## src/rtl/phy_sched_pkg.sv

```systemverilog
// Shared types for the phy_pipeline scheduler: FSM encoding,
// return-tag layout {valid,last,id} and the default pipeline latency.
package phy_sched_pkg;

    typedef enum logic {
        IDLE  = 1'b0,
        BURST = 1'b1
    } state_e;

    localparam int PIPE_LAT_DEF = 4;
    localparam int TAG_META_W   = 2;

    function automatic int id_width(input int n_req);
        return (n_req > 1) ? $clog2(n_req) : 1;
    endfunction

    // Tag: [W-1] valid, [W-2] last, [ID_W-1:0] id
    function automatic int tag_width(input int n_req);
        return id_width(n_req) + TAG_META_W;
    endfunction

endpackage

```

## src/rtl/phy_tag_delay.sv

```systemverilog
// Width x depth shift register with async active-high reset, for
// labelling the output of any fixed-latency PHY stage.
module phy_tag_delay #(
    parameter int W     = 4,
    parameter int DEPTH = 4
) (
    input  logic         clk_i,
    input  logic         rst_i,
    input  logic [W-1:0] d_i,
    output logic [W-1:0] q_o
);

    logic [W-1:0] sr_q [DEPTH];

    always_ff @(posedge clk_i or posedge rst_i) begin
        if (rst_i) begin
            for (int i = 0; i < DEPTH; i++) begin
                sr_q[i] <= '0;
            end
        end else begin
            sr_q[0] <= d_i;
            for (int i = 1; i < DEPTH; i++) begin
                sr_q[i] <= sr_q[i-1];
            end
        end
    end

    assign q_o = sr_q[DEPTH-1];

endmodule

```

## src/rtl/phy_pipe_scheduler.sv

```systemverilog
// Burst-granular round-robin front/back end for a shared phy_pipeline.
// Optional per-requester burst statistics: define PHY_SCHED_STATS_EN.
module phy_pipe_scheduler
    import phy_sched_pkg::*;
#(
    parameter int  N_REQ     = 4,
    parameter int  DATA_W    = 16,
    parameter int  PIPE_LAT  = PIPE_LAT_DEF,
    parameter int  MAX_BURST = 64,
    localparam int ID_W      = id_width(N_REQ)
) (
    input  logic                    clk,
    input  logic                    rst,
    input  logic                    sched_en,
    input  logic [N_REQ-1:0]        req_valid,
    input  logic [N_REQ-1:0]        req_last,
    input  logic [N_REQ*DATA_W-1:0] req_data,
    output logic [N_REQ-1:0]        req_ready,
    output logic                    pipe_valid,
    output logic [DATA_W-1:0]       pipe_data_in,
    input  logic [DATA_W-1:0]       pipe_data_out,
    output logic                    out_valid,
    output logic [ID_W-1:0]         out_id,
    output logic                    out_last,
    output logic [DATA_W-1:0]       out_data,
    output logic                    busy,
`ifdef PHY_SCHED_STATS_EN
    input  logic [ID_W-1:0]         stat_sel,
    output logic [15:0]             stat_bursts,
`endif
    output logic                    burst_trunc
);

    localparam int CNT_W = $clog2(MAX_BURST);
    localparam int TAG_W = tag_width(N_REQ);

    state_e            state_q, state_d;
    logic [ID_W-1:0]   ptr_q, ptr_d;
    logic [ID_W-1:0]   grant_q, grant_d;
    logic [CNT_W-1:0]  cnt_q, cnt_d;
    logic [DATA_W-1:0] pdata_q, pdata_d;
    logic              pvalid_q, pvalid_d;
    logic              plast_q, plast_d;
    logic [ID_W-1:0]   pid_q, pid_d;
    logic              trunc_q, trunc_d;

    logic              g_valid, g_last, accept, at_max, b_end;
    logic [DATA_W-1:0] g_data;
    logic [ID_W:0]     pick;
    logic [TAG_W-1:0]  tag_in, tag_out;

    // First valid requester after p, wrapping; MSB flags a hit.
    function automatic logic [ID_W:0] rr_pick(
        input logic [N_REQ-1:0] v,
        input logic [ID_W-1:0]  p
    );
        logic [ID_W:0] r;
        int            idx;
        r = '0;
        for (int k = N_REQ; k >= 1; k--) begin
            idx = (int'(p) + k) % N_REQ;
            if (v[idx]) begin
                r = {1'b1, ID_W'(idx)};
            end
        end
        return r;
    endfunction

    assign pick    = rr_pick(req_valid, ptr_q);
    assign g_valid = req_valid[grant_q];
    assign g_last  = req_last[grant_q];
    assign g_data  = req_data[int'(grant_q)*DATA_W +: DATA_W];
    assign accept  = (state_q == BURST) && g_valid;
    assign at_max  = (cnt_q == CNT_W'(MAX_BURST - 1));
    assign b_end   = accept && (g_last || at_max);

    always_comb begin
        req_ready = '0;
        if (state_q == BURST) begin
            req_ready[grant_q] = 1'b1;
        end
    end

    always_comb begin
        state_d  = state_q;
        ptr_d    = ptr_q;
        grant_d  = grant_q;
        cnt_d    = cnt_q;
        pvalid_d = accept;
        pdata_d  = accept ? g_data : pdata_q;
        plast_d  = b_end;
        pid_d    = accept ? grant_q : '0;
        trunc_d  = b_end && !g_last;
        unique case (state_q)
            IDLE: begin
                if (sched_en && pick[ID_W]) begin
                    grant_d = pick[ID_W-1:0];
                    state_d = BURST;
                end
            end
            BURST: begin
                if (accept) begin
                    cnt_d = cnt_q + 1'b1;
                end
                if (b_end) begin
                    state_d = IDLE;
                    ptr_d   = grant_q;
                    cnt_d   = '0;
                end
            end
            default: state_d = IDLE;
        endcase
    end

    always_ff @(posedge clk or posedge rst) begin
        if (rst) begin
            state_q  <= IDLE;
            ptr_q    <= ID_W'(N_REQ - 1);
            grant_q  <= '0;
            cnt_q    <= '0;
            pdata_q  <= '0;
            pvalid_q <= 1'b0;
            plast_q  <= 1'b0;
            pid_q    <= '0;
            trunc_q  <= 1'b0;
        end else begin
            state_q  <= state_d;
            ptr_q    <= ptr_d;
            grant_q  <= grant_d;
            cnt_q    <= cnt_d;
            pdata_q  <= pdata_d;
            pvalid_q <= pvalid_d;
            plast_q  <= plast_d;
            pid_q    <= pid_d;
            trunc_q  <= trunc_d;
        end
    end

    // Tag rides the registered beat so it lines up with data_out.
    assign tag_in = {pvalid_q, plast_q, pid_q};

    phy_tag_delay #(
        .W     (TAG_W),
        .DEPTH (PIPE_LAT)
    ) u_tag_delay (
        .clk_i (clk),
        .rst_i (rst),
        .d_i   (tag_in),
        .q_o   (tag_out)
    );

    assign out_valid    = tag_out[TAG_W-1];
    assign out_last     = tag_out[TAG_W-2];
    assign out_id       = tag_out[ID_W-1:0];
    assign out_data     = out_valid ? pipe_data_out : '0;
    assign pipe_valid   = pvalid_q;
    assign pipe_data_in = pdata_q;
    assign busy         = (state_q == BURST);
    assign burst_trunc  = trunc_q;

`ifdef PHY_SCHED_STATS_EN
    logic [15:0] bursts_q [N_REQ];

    always_ff @(posedge clk or posedge rst) begin
        if (rst) begin
            for (int i = 0; i < N_REQ; i++) begin
                bursts_q[i] <= '0;
            end
        end else if (b_end && (bursts_q[grant_q] != 16'hFFFF)) begin
            bursts_q[grant_q] <= bursts_q[grant_q] + 16'd1;
        end
    end

    assign stat_bursts = bursts_q[stat_sel];
`endif

endmodule

```

## config.mk

```make
export PLATFORM = sky130hd
export DESIGN_NAME = phy_pipe_scheduler
export DESIGN_NICKNAME = d
export VERILOG_FILES = /design/src/rtl/phy_sched_pkg.sv /design/src/rtl/phy_tag_delay.sv /design/src/rtl/phy_pipe_scheduler.sv
export SDC_FILE = /design/constraint.sdc
export NUM_CORES = 1
export LEC_CHECK = 0
export CAP_MARGIN = 40
export CORE_AREA = 4 4 84 86
export CTS_BUF_LIST = sky130_fd_sc_hd__clkbuf_4 sky130_fd_sc_hd__clkbuf_8 sky130_fd_sc_hd__clkbuf_16
export CTS_CLUSTER_DIAMETER = 150
export DETAILED_ROUTE_END_ITERATION = 10
export DIE_AREA = 0 0 88 90
export GPL_TIMING_DRIVEN = 1
export MAX_ROUTING_LAYER = met4
export PLACE_DENSITY_LB_ADDON = 0.1
export SLEW_MARGIN = 20
export SYNTH_ARGS = -nofsm -noshare
export SYNTH_HDL_FRONTEND = slang
export SYNTH_SLANG_ARGS = --single-unit
```

## constraint.sdc

```tcl
create_clock -name clk -period 2.3 [get_ports clk]
set_input_delay 0.345 -clock clk [delete_from_list [all_inputs] [get_ports clk]]
set_output_delay 0.345 -clock clk [all_outputs]
set_load 0.01 [all_outputs]
```

; Word-level counts from Yosys, hierarchy flattened
; Cells that the tools add are included.
; W data, S select, Z words.
[classes]
multipliers = 0
n_bitwise = 5
order_cmp = 6
n_shift = 1
eq_ne = 1
addsub = 5
n_mux = 30
n_div = 0
reduce_logical = 15
[ops]
columns = operator, count
row1 = $shiftx A64 B7 Y16, 1
row2 = $lt A3 B4 Y1 const B, 4
row3 = $mux W16, 1
row4 = $mux W1, 13
row5 = $bmux W1 S2, 6
row6 = $mux W3, 4
row7 = $mux W6, 2
row8 = $reduce_or A2 Y1, 4
row9 = $add A6 B1 Y6 const B, 1
row10 = $eq A6 B6 Y1 const B, 1
row11 = $reduce_and A2 Y1, 3
row12 = $logic_and A1 B1 Y1, 5
row13 = $add A2 B1 Y2 const B, 2
row14 = $add A2 B2 Y2 const B, 2
row15 = $and A1 B1 Y1 const A, 4
row16 = $mux W4, 1
row17 = $lt A2 B3 Y1 const B, 1
row18 = $demux W1 S2, 1
row19 = $ge A2 B1 Y1 const B, 1
row20 = $mux W2, 1
row21 = $pmux W1 S2, 1
row22 = $reduce_bool A2 Y1, 1
row23 = $logic_not A1 Y1, 1
row24 = $logic_or A1 B1 Y1, 1
row25 = $not A1 Y1, 1
[totals]
mem_bits_rw = 0
rom_bits = 0
memories = 0
latchBits = 0
wordCells = 76
register_bits = 48

; Depth between registers and ports, before layout
; Gate-level depths: netlist (run 1).
[depth]
ltp_word = 13
depth_mapped = 8
depth_no_buf = 6

; Cells and area by module
; From an unflattened synthesis (run 1), not the netlist that was laid out.
[unflattened]
cells_unflattened = 171
area_unflattened_um2 = 2417.3
[by_module_without_submodules]
columns = mod, instances, area_per_inst_um2, cells_per_inst
row1 = phy_pipe_scheduler, 1, 1983.2, 150
row2 = phy_tag_delay, 1, 434.2, 21

; Least setup slack after synthesis (run 1)
; Ideal clock, no wire load.
[synth_path]
path_kind = register -> register
start = reg grant_q[0]
end = reg ptr_q[1]
synth_period_minus_slack_ns = 1.604
stages_incl_launch_ff = 5
t_required_ns = 2.218
arrival_time_ns = 1.522
slack_ns = 0.696
path_buffers = 0
setup_time_ns = 0.082
cell_sequence = dfrtp_1 > mux4_2 > a31oi_4 > nor2_4 > mux2_4
[synth_via]
elab_chain_len = 5
[synth_rtl]
columns = element, line
row1 = start: declaration, phy_pipe_scheduler.sv:39  ; logic [ID_W-1:0] grant_q, grant_d;
row2 = start signal: assignment, phy_pipe_scheduler.sv:129  ; grant_q <= grant_d;
row3 = $bmux W1 S2 (on tied branches), "phy_pipe_scheduler.sv:70, phy_pipe_scheduler.sv:71"
row4 = $mux W1 (on tied branches), "phy_pipe_scheduler.sv:70, phy_pipe_scheduler.sv:71"
row5 = $logic_and A1 B1 Y1 or $logic_or A1 B1 Y1 (tied branches), "phy_pipe_scheduler.sv:73, phy_pipe_scheduler.sv:75"
row6 = $logic_and A1 B1 Y1 (*), phy_pipe_scheduler.sv:75  ; assign b_end = accept && (g_last || at_max);
row7 = net b_end, phy_pipe_scheduler.sv:47  ; logic g_valid, g_last, accept, at_max, b_end;
row8 = $reduce_and A2 Y1 (no source line) (*), -
row9 = end signal: assignment, phy_pipe_scheduler.sv:118  ; ptr_q <= ID_W'(N_REQ - 1);
row10 = end signal: assignment, phy_pipe_scheduler.sv:128  ; ptr_q <= ptr_d;
row11 = end: declaration, phy_pipe_scheduler.sv:38  ; logic [ID_W-1:0] ptr_q, ptr_d;
; The timed path passes the listed nets; every way through them passes the cells marked *. The select of a mux whose other input is x is not followed.
; A chain may end at the register's enable or synchronous reset.

; Worst setup path in the final report (run 1)
[layout_path]
start = reg grant_q[1]
end = out req_ready[2]
[layout_via]
elab_chain_len = 5
[layout_rtl]
columns = element, line
row1 = $lt A2 B3 Y1 (implied by the code) or $ge A2 B1 Y1 (tied branches), phy_pipe_scheduler.sv:80  ; req_ready[grant_q] = 1'b1;
row2 = $logic_and A1 B1 Y1 (implied by the code), phy_pipe_scheduler.sv:80
row3 = $mux W1 (implied by the code), phy_pipe_scheduler.sv:80
row4 = $demux W1 S2 (*), phy_pipe_scheduler.sv:80
row5 = $mux W4 (*), phy_pipe_scheduler.sv:79  ; if (state_q == BURST) begin
row6 = end: declaration, phy_pipe_scheduler.sv:18  ; output logic [N_REQ-1:0] req_ready,
; Mark *: on every way between the ends. The rest lies on a longest branch, timed or not.

==> flow_metrics.env, run 1 <==
export IMPL_cp_slowest_cell="dfrtp_1"
export IMPL_synth_top_cells_by_count="nand2_1, dfrtp_1, mux4_2"
export IMPL_routed_via_density=4.82
export IMPL_path_clk_slew_ns=0.09
export IMPL_post_cts_buffers=0
export IMPL_grt_overflow=0
export IMPL_yosysMostFrequentCell="nand2_1"
export IMPL_vias=2024
export IMPL_synth_area_leaders="dfrtp_1, mux4_2, nand2_1"
export IMPL_cp_required_ns=1.96
export IMPL_pwr_density_cell_nw_per_um2=1090
export IMPL_fin_cells=420
export IMPL_setup_violations=0
export IMPL_cts_buffers=5
export IMPL_cp_arrival_ns=1.66
export IMPL_p_leak_uw=0.00165
export IMPL_critPathLaunchType="flop"
export IMPL_tns_ns=0
export IMPL_port_buffers=133
export IMPL_finalPower_uw=4230
export IMPL_outcome="finished, final reports clean"
export IMPL_worst_setup_path_end_kind="output pin"
export IMPL_vdd_ir_drop_max_v=0.000617
export IMPL_avgSynthCellArea_um2=11.2
export IMPL_drt_pass1_iter_count=4
export IMPL_cts_tree="done"
export IMPL_wl_per_cell_um=15.0
export IMPL_fp_dieH_um=90
export IMPL_dp_hpwl_um=5050
export IMPL_rsz0062_at_grt="no"
export IMPL_tightest_slew_ns=0.598
export IMPL_finalHoldViolCount=0
export IMPL_path_max_fanout=8
export IMPL_ys_ff_latch=48
export IMPL_synth_area_um2=2330
export IMPL_track_usage_pct=16.3
export IMPL_syn_inst=209
export IMPL_cts_htree_levels=2
export IMPL_rows=29
export IMPL_period_minus_slack_ns=2.01
export IMPL_grt_pass1_vias=2005
export IMPL_cp_cell_sequence="inv_1 > nor2_1 > clkdlybuf4s50_1"
export IMPL_timing_fmax_ghz=0.498
export IMPL_drtIter0Drc=85
export IMPL_cts_hold_buf=0
export IMPL_max_cap_viol_count=0
export IMPL_ioPinCount=134
export IMPL_core_area_um2=6280
export IMPL_antenna_found_initial=0
export IMPL_ys_warn_count=0
export IMPL_cts_buffer_depth=2
export IMPL_layout_drive_gt1_share_pct=11.4
export IMPL_antenna_cells=0
export IMPL_synth_main_ff_cell="dfrtp_1"
export IMPL_clock_latency_ns=0.30
export IMPL_yosys_area_top_type="dfrtp_1"
export IMPL_synth_cell_types=35
export IMPL_r2r_slack_ns=0.57
export IMPL_seq_area_frac_synth_pct=51.6
export IMPL_cts_resized=0
export IMPL_slowest_delay_ns=0.54
export IMPL_area_growth_pct=65.5
export IMPL_drc=0
export IMPL_finalCritPeriodShare_pct=87.4
export IMPL_synthArstFlopShare_pct=100
export IMPL_synth_edf_count=0
export IMPL_clock_sinks=48
export IMPL_slew_violations=0
export IMPL_drtAntennaViolNets=0
export IMPL_die_area_um2=7920
export IMPL_drt_total_wl_um=6280
export IMPL_gp_congestion=0.806
export IMPL_grt_pass1_wl_um=9920
export IMPL_placed_cells=412
export IMPL_fin_skew_ns=0.00476
export IMPL_timing_critical_path_buf_inv=2
export IMPL_yosysTopAreaCellShare_pct=49.3
export IMPL_syn_nets=301
export IMPL_hold_class="reg2reg"
export IMPL_critPathTopFamily="buffers and inverters"
export IMPL_slew_headroom_pct=60.0
export IMPL_grt_max_degree=49
export IMPL_nets=434
export IMPL_path_class="reg2out"
export IMPL_start_util_pct=37.2
export IMPL_die_w_um=88
export IMPL_cts_root_buf="clkbuf_8"
-- layout make-up --
type / count / area, µm²
clock buffers: 5 / 68.8
repair buffers: 139 / 1390
multi-input cells: 143 / 1040
inverters: 5 / 18.8
clock inverters: 3 / 46.3
fillers: 542 / 2420
well taps: 77 / 96.3
flip-flops and latches: 48 / 1200
-- routing by layer --
layer | global-route usage, % | routed length (µm)
met5 | - | 0
met4 | 4.99 | 99
met3 | 3.56 | 584
met2 | 25.1 | 3010
met1 | 21.4 | 2580
-- registers in the layout (all words and copies together), names as in the netlist --
signal and cells:
burst_trunc 1, plast_q 1, u_tag_delay.q_o 4, busy 1
grant_q 2, pipe_data_in 16, u_tag_delay.sr_q 12, pipe_valid 1
cnt_q 6, pid_q 2, ptr_q 2
-- stage by stage --
| stage | util [%] | setup slack [ns] | hold WS, ns | area, µm² |
|---|---|---|---|---|
| after floorplan | - | 0.696 | 0.331 | 2330 |
| after global placement | 59.7 | 0.302 | 0.332 | 3750 |
| after detailed placement | 59.7 | 0.257 | 0.335 | 3750 |
| after CTS | 61.5 | 0.273 | 0.355 | 3860 |
| after global routing | 61.5 | 0.191 | 0.362 | 3860 |
| final | 61.5 | 0.291 | 0.353 | 3860 |
-- cell families (layout without fill, tap and decap cells) --
family          after synthesis  count (layout)  synth area share, %
compound gates               25              25                 7.02
fa+ha+maj                     1               1                0.536
buf+inv                      18             152                 3.91
flops                        48              48                 51.6
mux                          20              20                 17.9
simple gates                 97              97                 19.0
-- final timing paths --
path,depth (start not counted),start,to
setup / recovery,3,grant_q[1],req_ready[2]
hold / removal,0,u_tag_delay.sr_q[8],u_tag_delay.sr_q[4]
setup reg to reg,6,grant_q[1],cnt_q[5]
hold reg to reg,0,u_tag_delay.sr_q[8],u_tag_delay.sr_q[4]
max in group asynchronous,3,rst,ptr_q[1]
min in group asynchronous,3,rst,pipe_data_in[11]
-- where the power goes --
group          switching [µW]  internal, µW  leakage [µW]
Sequential                235          1230      0.000610
Clock                     287           327     0.0000548
Combinational             963          1190      0.000986
-- layout by cell type, fill, tap and decap left out, types with 2 or more instances in the layout --
cell,instances
clkbuf_8,5
dfrtp_1,46
and3_1,2
inv_1,3
nor3_1,2
and2_1,16
mux2i_1,2
a21oi_1,5
nor2_1,10
o21ai_1,5
nand3_1,2
o21ai_0,7
clkdlybuf4s50_1,133
dfstp_2,2
mux4_2,17
nand2_1,57
buf_4,5
inv_2,2
nand2b_1,3
No activity file was read; power rests on OpenSTA's default activity.
==> inputs of run 2 (changes only) <==
--- a/config.mk
+++ b/config.mk
@@ -6,12 +6,11 @@
 export NUM_CORES = 1
 export LEC_CHECK = 0
 export CAP_MARGIN = 40
-export CORE_AREA = 4 4 84 86
+export CORE_AREA = 2 2 82 84
 export CTS_BUF_LIST = sky130_fd_sc_hd__clkbuf_4 sky130_fd_sc_hd__clkbuf_8 sky130_fd_sc_hd__clkbuf_16
 export CTS_CLUSTER_DIAMETER = 150
 export DETAILED_ROUTE_END_ITERATION = 10
-export DIE_AREA = 0 0 88 90
-export GPL_TIMING_DRIVEN = 1
+export DIE_AREA = 0 0 84 86
 export MAX_ROUTING_LAYER = met4
 export PLACE_DENSITY_LB_ADDON = 0.1
 export SLEW_MARGIN = 20
==> flow_metrics.env, run 2 (synthesized netlist as in run 1, its figures left out) <==
export IMPL_seq_area_um2=1200
export IMPL_slowest_delay_ns=0.57
export IMPL_fp_dieH_um=86
export IMPL_finalCritPeriodShare_pct=88.7
export IMPL_dp_hpwl_um=5000
export IMPL_cts_root_buf="clkbuf_8"
export IMPL_cts_buffer_depth=2
export IMPL_cp_arrival_ns=1.70
export IMPL_grt_max_degree=33
export IMPL_cts_resized=0
export IMPL_tightest_slew_ns=0.535
export IMPL_cts_htree_levels=2
export IMPL_vias=2046
export IMPL_drtAntennaViolNets=0
export IMPL_drt_total_wl_um=6190
export IMPL_clock_latency_ns=0.29
export IMPL_grt_pass1_wl_um=9900
export IMPL_r2r_end="ptr_q[1]"
export IMPL_nFillCells=531
export IMPL_vdd_ir_drop_max_v=0.000762
export IMPL_p_leak_uw=0.00167
export IMPL_setup_violations=0
export IMPL_clock_sinks=48
export IMPL_gp_congestion=0.794
export IMPL_place_area_um2=3750
export IMPL_nets=434
export IMPL_timing_fmax_ghz=0.490
export IMPL_pwr_density_cell_nw_per_um2=1140
export IMPL_grt_overflow=0
export IMPL_cts_buffers=5
export IMPL_final_area_um2=3910
export IMPL_wl_per_cell_um=14.7
export IMPL_fin_skew_ns=0.00365
export IMPL_finalHoldViolCount=0
export IMPL_slew_headroom_pct=64.3
export IMPL_antenna_cells=0
export IMPL_die_w_um=84
export IMPL_drtIter0Drc=96
export IMPL_ioPinCount=134
export IMPL_reg2reg_depth=4
export IMPL_cts_hold_buf=0
export IMPL_grt_pass1_vias=2081
export IMPL_core_area_um2=6280
export IMPL_cts_tree="done"
export IMPL_post_cts_buffers=0
export IMPL_drc=0
export IMPL_path_clk_slew_ns=0.09
export IMPL_largest_register_ffs=16
export IMPL_slew_violations=0
export IMPL_outcome="finished, final reports clean"
export IMPL_port_buffers=133
export IMPL_cp_slowest_cell="dfrtp_1"
export IMPL_r2r_slack_ns=0.54
export IMPL_routed_via_density=4.87
export IMPL_antenna_found_initial=0
export IMPL_path_class="reg2out"
export IMPL_track_usage_pct=18.0
export IMPL_die_area_um2=7220
export IMPL_rows=29
export IMPL_layout_common_cells="clkdlybuf4s50_1, nand2_1, dfrtp_1"
export IMPL_path_max_fanout=9
export IMPL_r2r_start="grant_q[0]"
export IMPL_rsz0062_at_grt="no"
export IMPL_cp_cell_sequence="inv_1 > nor2_1 > clkdlybuf4s50_1"
export IMPL_cp_required_ns=1.96
export IMPL_area_growth_pct=67.3
export IMPL_worst_setup_path_end_kind="output pin"
export IMPL_final_common_cell="clkdlybuf4s50_1"
export IMPL_start_util_pct=37.2
export IMPL_max_cap_viol_count=0
export IMPL_drt_pass1_iter_count=4
export IMPL_tns_ns=0
export IMPL_layout_drive_gt1_share_pct=11.4
export IMPL_period_minus_slack_ns=2.04
export IMPL_hold_class="in2async"
export IMPL_multi_input_area_um2=1040
export IMPL_critPathLaunchType="flop"
[run 2: cell count changes in the layout (fill, tap and decap cells not counted), sizes merged]
cell,before,now
bufinv,1,3
clkinvlp,1,0
inv,6,5
[run 2: how the worst max path moves through the flow]
stage,start,end,slack [ns],depth (start not counted)
5_1_grt,grant_q[1],req_ready[3],0.16,3
6_report,grant_q[1],req_ready[2],0.26,3
3_3_place_gp,req_valid[3],cnt_q[3],0.29,7
3_5_place_dp,req_valid[3],cnt_q[3],0.23,7
4_1_cts,grant_q[1],req_ready[2],0.23,3
2_1_floorplan,grant_q[0],ptr_q[1],0.70,4
[run 2: power breakdown]
part | internal, µW | switching [µW] | total, µW
logic | 1190 | 970 | 2160
registers | 1230 | 243 | 1470
clock network | 543 | 273 | 816
total | 2960 | 1490 | 4440
[run 2: through the flow]
stage,setup WS [ns],std cells,utilization (%),total power [µW],hold slack [ns]
2_1_floorplan,0.696,209,-,2710,0.331
3_3_place_gp,0.291,412,59.7,3640,0.333
3_5_place_dp,0.232,412,59.7,3690,0.335
4_1_cts,0.227,420,62.2,4510,0.347
5_1_grt,0.162,420,62.2,4760,0.358
6_report,0.259,420,62.2,4440,0.345
[run 2: cell type report]
type                    count  area share, %
clock buffers               5           1.76
clock inverters             3           2.31
inverters                   5          0.481
multi-input cells         143           26.6
flip-flops and latches     48           30.8
well taps                  77           2.47
repair buffers            139           35.6
[run 2: metal layers]
metal	share of wire (%)	up-vias	global-route usage [%]
met4	1.4	0	6.16
met3	5.9	9	3.85
met5	0	-	-
met2	49	82	29.7
met1	44	971	22.2
li1	-	984	-
[run 2: worst max-delay path: cells and delay by family, from the launching register on]
| kind | cells | cell delay (ns) |
|---|---|---|
| AND/OR/NAND/NOR | 1 | 0.13 |
| buffers and inverters | 2 | 0.70 |
| flip-flops | 1 | 0.57 |
==> edit 1, RTL diff (config.mk and constraints of run 1) <==
`pdata_q` no longer has a reset.
--- a/src/rtl/phy_pipe_scheduler.sv
+++ b/src/rtl/phy_pipe_scheduler.sv
@@ -119,5 +119,4 @@
             grant_q  <= '0;
             cnt_q    <= '0;
-            pdata_q  <= '0;
             pvalid_q <= 1'b0;
             plast_q  <= 1'b0;
@@ -129,5 +128,4 @@
             grant_q  <= grant_d;
             cnt_q    <= cnt_d;
-            pdata_q  <= pdata_d;
             pvalid_q <= pvalid_d;
             plast_q  <= plast_d;
@@ -135,4 +133,8 @@
             trunc_q  <= trunc_d;
         end
+    end
+
+    always_ff @(posedge clk) begin
+        pdata_q <= pdata_d;
     end
 
Behaviour: differs if rst is asserted again (counterexample within 4 cycles, from zero or initial values and one cycle with rst high); with rst held inactive, the same outputs for 4 cycles.
==> edit 1 against run 1 <==
- wire length fell by 6.0%
- register-to-register slack got worse by 0.02 ns
- cell area fell by 2.3%
- largest power group unchanged
- hold slack about the same
- synthesized cell count is 26% lower
- synthesized area is 4.6% lower
- total power is 3.7% lower
- sequential cell count stayed put
- core utilization down 1.4 points
- clock skew grew 0.0018 ns
- largest cell class unchanged
- maximum frequency is 1.5% lower
- worst setup slack worse by 0.031 ns
==> edit 1: results <==
[cts]
cts_setup_buffers = 0
clock_latency_ns = 0.29
cts_root_buffer = clkbuf_8
h-tree-depth = 2
numCtsBuffers = 5

[layout]
drive_above_1_share_pct = 14.0
final_nets = 384
diodes = 0

[synthesis]
synth_common_cells = 30 x dfrtp_1, 17 x and2_1, 17 x mux4_2, 16 x edfxtp_1, 14 x nor2_1
synth_edf_count = 16
synth-seq-area-share_pct = 57.6
yosys_warnings = 0
ys_async_sr_fraction_pct = 66.7
synth_cell_type_count = 37
syn_nets = 247
synth.area.top_cells = dfrtp_1 34%, edfxtp_1 22%, mux4_2 17%

[power]
pg_seq_mw = 1.55
p_total_mw = 4.07
clock_power_share_pct = 14.8
cellLeakagePower_nw = 1.52
p_sw_share_pct = 31.2
peakVddDrop_mv = 0.589

[status]
status = complete, no violations

[setup_path]
crit_path_max_fanout = 10
arrival_ns = 1.70

[placed_design]
port_buffers = 133
globalplace.congestion = 0.868
hpwl_um = 4810

[global_routing]
grt_max_degree = 33
grt_pass1_wl_um = 9180
grt_pass1_vias = 1790
grt_use_total_pct = 15.5
antenna_found_initial = 0

[drt]
vias_per_cell = 4.82
top_layer = met4
initialDrtViolationCount = 54
wire_per_inst_um = 16.0
wl_met2_um = 3000
wl_met3_um = 582
wl_met1_um = 2210

[timing]
fin_skew_ns = 0.00653
slew_headroom_pct = 73.8
-- edit 1: changes by cell type after synthesis, sizes merged, moves of 3 or more --
cell    delta
a21oi      -3
o21ai      -4
nand2     -50
clkbuf     -4
dfrtp     -16
edfxtp    +16
nor2       +3
-- edit 1: path summary, 6_finish.rpt --
check                                startpoint              endpoint  slack [ns]  cells past startpoint
setup / recovery                     grant_q[1]          req_ready[2]        0.26                      3
min in group asynchronous                   rst   u_tag_delay.sr_q[9]        0.43                      3
setup reg to reg                     grant_q[0]              ptr_q[0]        0.55                      4
hold / removal             u_tag_delay.sr_q[15]  u_tag_delay.sr_q[11]        0.35                      0
hold reg to reg            u_tag_delay.sr_q[15]  u_tag_delay.sr_q[11]        0.35                      0
max in group asynchronous                   rst              ptr_q[0]        1.56                      3
-- edit 1: area by class of cell --
cell class,instances,area (um^2)
clock buffer,5,68.8
clock inverter,3,45.0
fill,509,2510
inverter,7,31.3
multi-input combinational,92,865
sequential,48,1280
tap,77,96.3
timing repair buffer,138,1380
-- edit 1: per-layer routing --
metal	vias up	GRT usage, %
met5	-	-
met4	0	4.99
met3	10	4.48
met2	93	26.1
met1	841	17.6
li1	841	-
-- edit 1: worst max-delay path, cell delays in order, from the launching register on --
cell and delay, ns:
dfrtp_1 0.59, inv_1 0.14, nor2_1 0.13, clkdlybuf4s50_1 0.55
-- edit 1: per-stage QoR --
step	cells	setup WS (ns)	instance area [um^2]
6_report	370	0.260	3770
5_1_grt	370	0.128	3770
4_1_cts	370	0.214	3770
3_5_place_dp	362	0.279	3660
3_3_place_gp	362	0.311	3660
2_1_floorplan	155	0.677	2230
-- edit 1: cell families after synthesis --
kind of cell	synth area share, %
and+or+nand+nor	12.3
DFF	57.6
muxes	19.9
AOI/OAI and AO/OA	6.01
buffers and inverters	3.54
adders and majority gates	0.562
==> edit 2, RTL diff (flow settings as in run 1) <==
Without the edit above. The package constant `PIPE_LAT_DEF` goes from 4 to 8.
--- a/src/rtl/phy_sched_pkg.sv
+++ b/src/rtl/phy_sched_pkg.sv
@@ -8,5 +8,5 @@
     } state_e;
 
-    localparam int PIPE_LAT_DEF = 4;
+    localparam int PIPE_LAT_DEF = 8;
     localparam int TAG_META_W   = 2;
 
Function: same outputs for any inputs over 4 cycles, from zero or initial values and one cycle with rst high; that may be too few to reach the edited logic, so the function may still have changed.
==> edit 2 against run 1 <==
- largest cell class is now sequential cells
- total power up 23%
- sequential share of layout area grew 5.2 points
- cell area rose by 14%
- final cell count is 2.1% lower
- maximum frequency down 5.0%
- synthesized area is 19% higher
- sequential cell count increased by 16
- largest power group unchanged
- worst setup slack worse by 0.11 ns
- first-iteration DRC count down 42%
- wire length up 6.1%
- hold slack worse by 0.0056 ns
- count of clock-buffer cells in the layout is 8 higher
==> edit 2: results <==
[status]
status = complete, no violations

[min_path]
holdPathEnd = u_tag_delay.q_o[0]
worstHoldStart = u_tag_delay.sr_q[4]

[layout]
syn_to_final_growth_pct = 58.3
multi_input_area_share_pct = 24.1
clkbuf_count = 13
nFillCells = 464
drive_above_1_share_pct = 18.6
multi_input_gates = 106
clkCellAreaFrac_pct = 4.68
final_nets = 421
largest_register_ffs = 28

[power]
peakVddDrop_mv = 0.958

[cts]
clock_latency_ns = 0.33
h-tree-depth = 3
cts_sinks = 64

[timing]
fin_hold_ws_ns = 0.347
tightest_slew_ns = 0.501
fin_skew_ns = 0.00660

[synthesis]
synth_cell_type_count = 42
synth_fa_ha_area_share_pct = 0.449
synth.area.top_cells = dfrtp_1 56%, mux4_2 14%, mux2_2 4.4%
synth_compound_area_share_pct = 5.84
synth_common_cells = 62 x dfrtp_1, 17 x and2_1, 17 x mux4_2, 11 x mux2_2
synth-seq-area-share_pct = 57.6

[setup_path]
arrival_ns = 1.77
r2r-end = ptr_q[1]
critPathLaunch = grant_q[0]
worstRegToRegCells = 4
cp_slowest_cell = clkdlybuf4s50_1

[placed_design]
place_ws_ns = 0.298

[global_routing]
groute.layer.met3.usage_pct = 6.58
grt_use_total_pct = 18.8
grt_pass1_vias = 2177
grt_pass1_wl_um = 11000

[drt]
wl_met1_um = 2290
wl_met2_um = 3820
wire_per_inst_um = 16.2
## edit 2: worst max-delay path by stage
stage,end,depth (start not counted)
after global placement,ptr_q[1],5
after CTS,req_ready[3],3
after global routing,req_ready[1],4
final,req_ready[1],4
after floorplan,burst_trunc,1
after detailed placement,ptr_q[1],5
## edit 2: per-stage QoR
step | total power, mW | std cells
global placement | 4.25 | 395
detailed placement | 4.32 | 395
floorplan | 3.30 | 190
CTS | 5.30 | 411
finish | 5.22 | 411
global route | 5.58 | 411
## edit 2: logic make-up after synthesis
logic type / count (synthesis)
AO/OA/AOI/OAI: 21
adder cells (fa/ha/maj): 1
buffers and inverters: 20
flip-flops: 64
multiplexers: 39
AND/OR/NAND/NOR: 45
## edit 2: power groups by stage
stage	registers (mW)	logic (mW)	clock network, mW
finish	1.95	2.31	0.961
global route	2.03	2.50	1.05
CTS	1.96	2.35	0.990
detailed placement	1.97	2.34	0
global placement	1.95	2.30	0
floorplan	1.94	1.37	0
